--- config.mk ---
export PLATFORM = sky130hd
export DESIGN_NAME = rvfi_mem_arbiter
export DESIGN_NICKNAME = d
export VERILOG_FILES = /design/src/rtl/rvfi_mem_arbiter.sv
export SDC_FILE = /design/constraint.sdc
export NUM_CORES = 1
export LEC_CHECK = 0
export ABC_AREA = 1
export BUFFER_PORTS_ARGS = -buffer_cell sky130_fd_sc_hd__buf_2
export CORE_AREA = 2 2 123 125
export CTS_BUF_LIST = sky130_fd_sc_hd__clkbuf_4 sky130_fd_sc_hd__clkbuf_8 sky130_fd_sc_hd__clkbuf_16
export DETAILED_ROUTE_END_ITERATION = 7
export DIE_AREA = 0 0 125 127
export PLACE_DENSITY = 0.47
export SETUP_SLACK_MARGIN = 0.2
export SLEW_MARGIN = 20
export SYNTH_ARGS = -nofsm -noshare
export SYNTH_HDL_FRONTEND = slang
export SYNTH_SLANG_ARGS = --single-unit
--- constraint.sdc ---
create_clock -name clock -period 4.1 [get_ports clock]
set_input_delay 0.82 -clock clock [delete_from_list [all_inputs] [get_ports clock]]
set_output_delay 0.82 -clock clock [all_outputs]
set_load 0.01 [all_outputs]
--- src/rtl/rvfi_mem_arbiter.sv ---
// Two-master round-robin arbiter for a picorv32-style native memory port.
// The grant is registered and held until the slave returns mem_ready.
// Sticky flags report wait-state timeouts and owners dropping valid early.
module rvfi_mem_arbiter #(
    parameter int unsigned MAX_WAIT = 16
) (
    input  logic        clock,
    input  logic        reset,
    input  logic        m0_valid,
    input  logic        m0_instr,
    input  logic [31:0] m0_addr,
    input  logic [31:0] m0_wdata,
    input  logic [3:0]  m0_wstrb,
    output logic        m0_ready,
    output logic [31:0] m0_rdata,
    input  logic        m1_valid,
    input  logic        m1_instr,
    input  logic [31:0] m1_addr,
    input  logic [31:0] m1_wdata,
    input  logic [3:0]  m1_wstrb,
    output logic        m1_ready,
    output logic [31:0] m1_rdata,
    output logic        mem_valid,
    output logic        mem_instr,
    output logic [31:0] mem_addr,
    output logic [31:0] mem_wdata,
    output logic [3:0]  mem_wstrb,
    input  logic        mem_ready,
    input  logic [31:0] mem_rdata,
    output logic [1:0]  grant,
    output logic        timeout,
    output logic        error
);

    typedef enum logic {StIdle, StBusy} state_e;

    state_e     state_q, state_d;
    logic       owner_q, owner_d;
    logic       last_q, last_d;
    logic [7:0] wait_cnt_q, wait_cnt_d;
    logic       timeout_q, timeout_d;
    logic       error_q, error_d;

    logic       busy;
    logic       sel;
    logic       owner_valid;
    logic [7:0] wait_inc;

    // Output decode; reset gates everything off combinationally so that no
    // ready escapes in the cycle reset is first seen.
    always_comb begin
        busy      = !reset && (state_q == StBusy);
        sel       = reset ? 1'b0 : owner_q;
        mem_valid = busy;
        mem_instr = sel ? m1_instr : m0_instr;
        mem_addr  = sel ? m1_addr  : m0_addr;
        mem_wdata = sel ? m1_wdata : m0_wdata;
        mem_wstrb = sel ? m1_wstrb : m0_wstrb;
        grant     = busy ? (owner_q ? 2'b10 : 2'b01) : 2'b00;
        m0_ready  = busy && mem_ready && !owner_q;
        m1_ready  = busy && mem_ready && owner_q;
        m0_rdata  = m0_ready ? mem_rdata : 32'h0;
        m1_rdata  = m1_ready ? mem_rdata : 32'h0;
        timeout   = timeout_q;
        error     = error_q;
    end

    // Next-state: arbitration in IDLE, completion/violation/wait tracking in BUSY.
    always_comb begin
        state_d     = state_q;
        owner_d     = owner_q;
        last_d      = last_q;
        wait_cnt_d  = wait_cnt_q;
        timeout_d   = timeout_q;
        error_d     = error_q;
        owner_valid = owner_q ? m1_valid : m0_valid;
        wait_inc    = (wait_cnt_q == 8'hFF) ? 8'hFF : wait_cnt_q + 8'd1;
        unique case (state_q)
            StIdle: begin
                if (m0_valid || m1_valid) begin
                    state_d    = StBusy;
                    // Contention goes to whoever did not complete last.
                    owner_d    = (m0_valid && m1_valid) ? !last_q : m1_valid;
                    wait_cnt_d = 8'd0;
                end
            end
            StBusy: begin
                if (mem_ready) begin
                    state_d    = StIdle;
                    last_d     = owner_q;
                    wait_cnt_d = 8'd0;
                end else if (!owner_valid) begin
                    state_d    = StIdle;
                    error_d    = 1'b1;
                    wait_cnt_d = 8'd0;
                end else begin
                    wait_cnt_d = wait_inc;
                    if (wait_inc == 8'(MAX_WAIT)) begin
                        timeout_d = 1'b1;
                    end
                end
            end
            default: state_d = StIdle;
        endcase
    end

    // State registers with synchronous reset; last=1 lets m0 win first contention.
    always_ff @(posedge clock) begin
        if (reset) begin
            state_q    <= StIdle;
            owner_q    <= 1'b0;
            last_q     <= 1'b1;
            wait_cnt_q <= 8'd0;
            timeout_q  <= 1'b0;
            error_q    <= 1'b0;
        end else begin
            state_q    <= state_d;
            owner_q    <= owner_d;
            last_q     <= last_d;
            wait_cnt_q <= wait_cnt_d;
            timeout_q  <= timeout_d;
            error_q    <= error_d;
        end
    end

endmodule

# Yosys cells after proc, flatten, opt, wreduce, memory -nomap -nowiden
# Cells that the tools add are included.
dict set report word_totals {
  reg_bits 13
  output_inout_bits 140
  in_bits 175
}
dict set report classes {
  n_reduce_logical 13
  mux 20
  n_bitwise 3
  eq_ne 3
  addsub 1
}
# op count
set ops {}
lappend ops {{$mux W32} 4}
lappend ops {{$mux W8} 4}
lappend ops {{$pmux W8 S2} 1}
lappend ops {{$add A8 B1 Y8 const B} 1}
lappend ops {{$eq A8 B5 Y1 const B} 1}
lappend ops {{$eq A8 B8 Y1 const B} 1}
lappend ops {{$mux W1} 7}
lappend ops {{$logic_and A1 B1 Y1} 5}
lappend ops {{$mux W2} 2}
lappend ops {{$mux W4} 1}
lappend ops {{$reduce_and A2 Y1} 2}
lappend ops {{$reduce_and A4 Y1} 1}
lappend ops {{$logic_not A1 Y1} 3}
lappend ops {{$not A1 Y1} 3}
lappend ops {{$reduce_and A3 Y1} 1}
lappend ops {{$ne A2 B2 Y1 const B} 1}
lappend ops {{$pmux W1 S2} 1}
lappend ops {{$logic_or A1 B1 Y1} 1}

# Depth between registers and ports, before layout
dict set report logic_depth {
  depth_word 5
  mapped_depth 9
  mapped_depth_nobuf 9
}

# Least setup slack after synthesis
# Ideal clock, no wire load.
dict set report synth_timing {
  path_kind {input to output}
  start {input port reset}
  end {output port m0_rdata[22]}
  path_slack_ns 1.540
  t_arrival_ns 1.740
  n_path_buf 2
  path_stages 5
  path_cell_list {buf_2 -> nor3_2 -> nand2_1 -> buf_2 -> nor2_1}
}
dict set report synth_between {
  elab_chain_cells 5
}
# item line
set synth_rtl {}
lappend synth_rtl {{start: declaration} 8} ;# input logic reset,
lappend synth_rtl {{$logic_not A1 Y1} 52} ;# busy = !reset && (state_q == StBusy);
lappend synth_rtl {{$logic_and A1 B1 Y1} 52}
lappend synth_rtl {{$logic_and A1 B1 Y1 (2 in series)} 60} ;# m0_ready = busy && mem_ready && !owner_q;
lappend synth_rtl {{$mux W32} 62} ;# m0_rdata = m0_ready ? mem_rdata : 32'h0;
lappend synth_rtl {{end: declaration} 15} ;# output logic [31:0] m0_rdata,
# No other way between the ends.

# Worst setup path after layout
dict set report layout_timing {
  start {input port reset}
  end {output port m1_rdata[24]}
}
dict set report layout_between {
  elab_chain_cells 5
}
# item line
set layout_rtl {}
lappend layout_rtl {{$logic_not A1 Y1} 52}
lappend layout_rtl {{$logic_and A1 B1 Y1} 52}
lappend layout_rtl {{$logic_and A1 B1 Y1 (2 in series)} 61} ;# m1_ready = busy && mem_ready && owner_q;
lappend layout_rtl {{$mux W32} 63} ;# m1_rdata = m1_ready ? mem_rdata : 32'h0;
lappend layout_rtl {{end: declaration} 22} ;# output logic [31:0] m1_rdata,
# No other way between the ends.

==> results.py <==
metrics = {
    "status": {
        "status": "completed",
    },
    "final_layout": {
        "antenna_cells": 0,
        "final_util_pct": 26.59,
        "syn_to_final_growth_pct": 90.97,
        "fin_nets": 924,
        "drive_above_1_share_pct": 44.04,
    },
    "synth": {
        "synth_edf_count": 0,
        "synth-seq-cells": 13,
        "yosysMostFrequentCell": "nand2_1",
        "yosys-top-cells-area": "nand2_1, nor2_1, dfxtp_1",
        "yosysSeqAreaShare_pct": 12.96,
        "synth_ff_type": "dfxtp_1",
        "yosysUniqueCellTypes": 21,
        "synth_area_per_cell_um2": 4.473,
        "synthTopCellsByCount": "nand2_1, nor2_1, inv_1",
        "syn_inst": 449,
        "ys_warn_count": 0,
        "ys_async_sr_fraction_pct": 0,
        "syn-num-nets": 625,
        "syn-cell-area_mm2": 0.002008,
        "synth_top_cell_by_area": "nand2_1",
        "yosysTopAreaCellShare_pct": 46.54,
    },
    "power": {
        "switching_share_pct": 36.09,
        "p_leak_nw": 2.664,
        "peakVddDrop_mv": 0.09891,
        "powerDensity_mw_per_mm2": 164.2,
        "p_int_mw": 0.4024,
        "p_comb_share_pct": 48.1,
        "switching_power_mw": 0.2272,
        "sequentialPowerShare_pct": 21.1,
        "p_clk_share_pct": 30.8,
    },
    "floorplan": {
        "rows": 44,
        "start_util_pct": 13.92,
        "coreArea_mm2": 0.01442,
        "die_area_mm2": 0.01588,
        "fp.dieH_um": 127,
        "io_pins": 315,
        "die_w_um": 125,
    },
    "timing": {
        "clock.fmax_ghz": 0.3530,
        "rsz0062_at_grt": "no",
        "final_max_slew_viol_count": 0,
        "hold_violations": 0,
        "max_slew_margin_pct": 39.64,
        "period_minus_slack_ns": 2.833,
        "period_share_pct": 69.10,
        "setup-violations-final": 0,
        "tightest_slew_ns": 0.8985,
        "clock_skew_ns": 0.002702,
        "fin_setup_tns_ns": 0,
    },
    "cts": {
        "htreeDepth": 1,
        "post_cts_buffers": 0,
        "cts.sinks": 13,
        "cts_resized": 0,
        "cts_made_buffers": 3,
        "clk_path_buf_depth": 2,
        "clock-root-buffer": "clkbuf_16",
        "clk_latency_ns": 0.24,
        "clk_pin_slew_ns": 0.04,
        "postCtsHoldBufs": 0,
        "cts_tree": "done",
    },
    "routing": {
        "drt_pass1_iterations": 4,
        "first_iter_violations": 125,
        "route.detailed.drc": 0,
        "ant_nets": 0,
        "wirelength_mm": 11.42,
        "vias_per_cell": 3.836,
        "wl_per_cell_um": 12.26,
        "via_count": 3571,
    },
    "placed_design": {
        "place.gp.congestion": 0.8432,
        "port_buffers": 314,
        "dpl.hpwl_mm": 9.706,
    },
    "global_route": {
        "antenna_found_initial": 0,
        "grt_pass1_wl_mm": 16.86,
        "gr-total-overflow": 0,
        "grt_pass1_vias": 3179,
        "grt_use_total_pct": 13.01,
        "grt_max_degree": 72,
    },
    "run": {
        "maxCapViolCount": 0,
    },
    "worst_hold_path": {
        "hold_path.class": "flip-flop to flip-flop",
    },
    "setup_path": {
        "critPathCaptureType": "output port",
        "critical_path_arrival_ns": 2.01,
        "crit_fanout": 32,
        "cp.required_ns": 3.28,
        "path_class": "input pin to output port",
        "cp-start-kind": "input pin",
    },
}
## cell usage in the layout, fill, tap and decap left out
cell type / n
o22ai_1: 1
a21oi_1: 11
ha_1: 1
nand3_1: 11
inv_1: 48
a31oi_1: 1
buf_12: 2
nor3_2: 1
nand2_2: 1
inv_2: 3
o21bai_1: 1
nor3_1: 1
clkbuf_4: 1
nand2_1: 249
xnor2_1: 1
nor2_1: 75
clkbuf_16: 3
o21ai_0: 2
buf_4: 1
dfxtp_1: 13
nor2_4: 3
buf_2: 314
nand4_1: 3
## kinds of logic after synthesis
logic type	Yosys count	synth area share, %
and+or+nand+nor	344	66.98
DFF	13	12.96
buffers and inverters	74	14.77
adders and majority gates	1	0.6230
AOI/OAI and AO/OA	16	4.237
xor gates and xnor gates	1	0.4362
## stage by stage
stage | area (um2) | setup WS (ns) | power, mW | hold slack [ns] | instances
detailed placement | 3752 | 1.264 | 0.4436 | 0.4537 | 927
CTS | 3835 | 1.259 | 0.6388 | 0.4609 | 931
global placement | 3752 | 1.270 | 0.4441 | 0.4557 | 927
floorplan | 2008 | 1.540 | 0.2639 | 0.4425 | 449
global route | 3835 | 1.082 | 0.6734 | 0.4895 | 931
finish | 3835 | 1.267 | 0.6296 | 0.4529 | 931
## sequential cells by signal, indices dropped and copies added (netlist names)
signal,flops
last_q,1
wait_cnt_q,8
state_q,1
owner_q,1
error,1
timeout,1
## final timing paths
kind / from / to / slack [ns] / cells after the start
hold reg to reg: timeout / timeout / 0.45 / 2
setup / recovery: reset / m1_rdata[24] / 1.27 / 7
hold / removal: timeout / timeout / 0.45 / 2
setup reg to reg: wait_cnt_q[0] / timeout / 2.58 / 9
## per-layer routing
metal / part of all wire, % / up-vias / wire length [um] / global-route usage, %
li1: - / 1913 / - / -
met1: 41 / 1458 / 4645 / 15.85
met2: 49 / 191 / 5635 / 23.63
met3: 9.1 / 9 / 1037 / 3.099
met4: 0.87 / 0 / 99 / 2.222
met5: 0 / - / 0 / 0
## layout make-up
cell class              count  area [um2]
fillers                  1754       10590
repair buffers            317        1619
multi-input cells         362        1451
flip-flops and latches     13       260.3
well taps                 184       230.2
inverters                  51       191.4
clock buffers               4       82.58
## power by group through the flow
stage                     Combinational [mW]  Clock, mW  Sequential, mW
final                                  0.303      0.194           0.133
after global routing                   0.336      0.204           0.133
after CTS                              0.309      0.197           0.133
after detailed placement               0.308          0           0.135
after global placement                 0.309          0           0.135
after floorplan                        0.129          0           0.135
## worst max-delay path, stage by stage
cell,delay [ns]
buf_2,0.30
nor2_4,0.09
inv_2,0.11
nor2_4,0.04
inv_2,0.40
nor2_1,0.08
buf_2,0.16
Note: power is estimated with default switching activity, not from simulation.
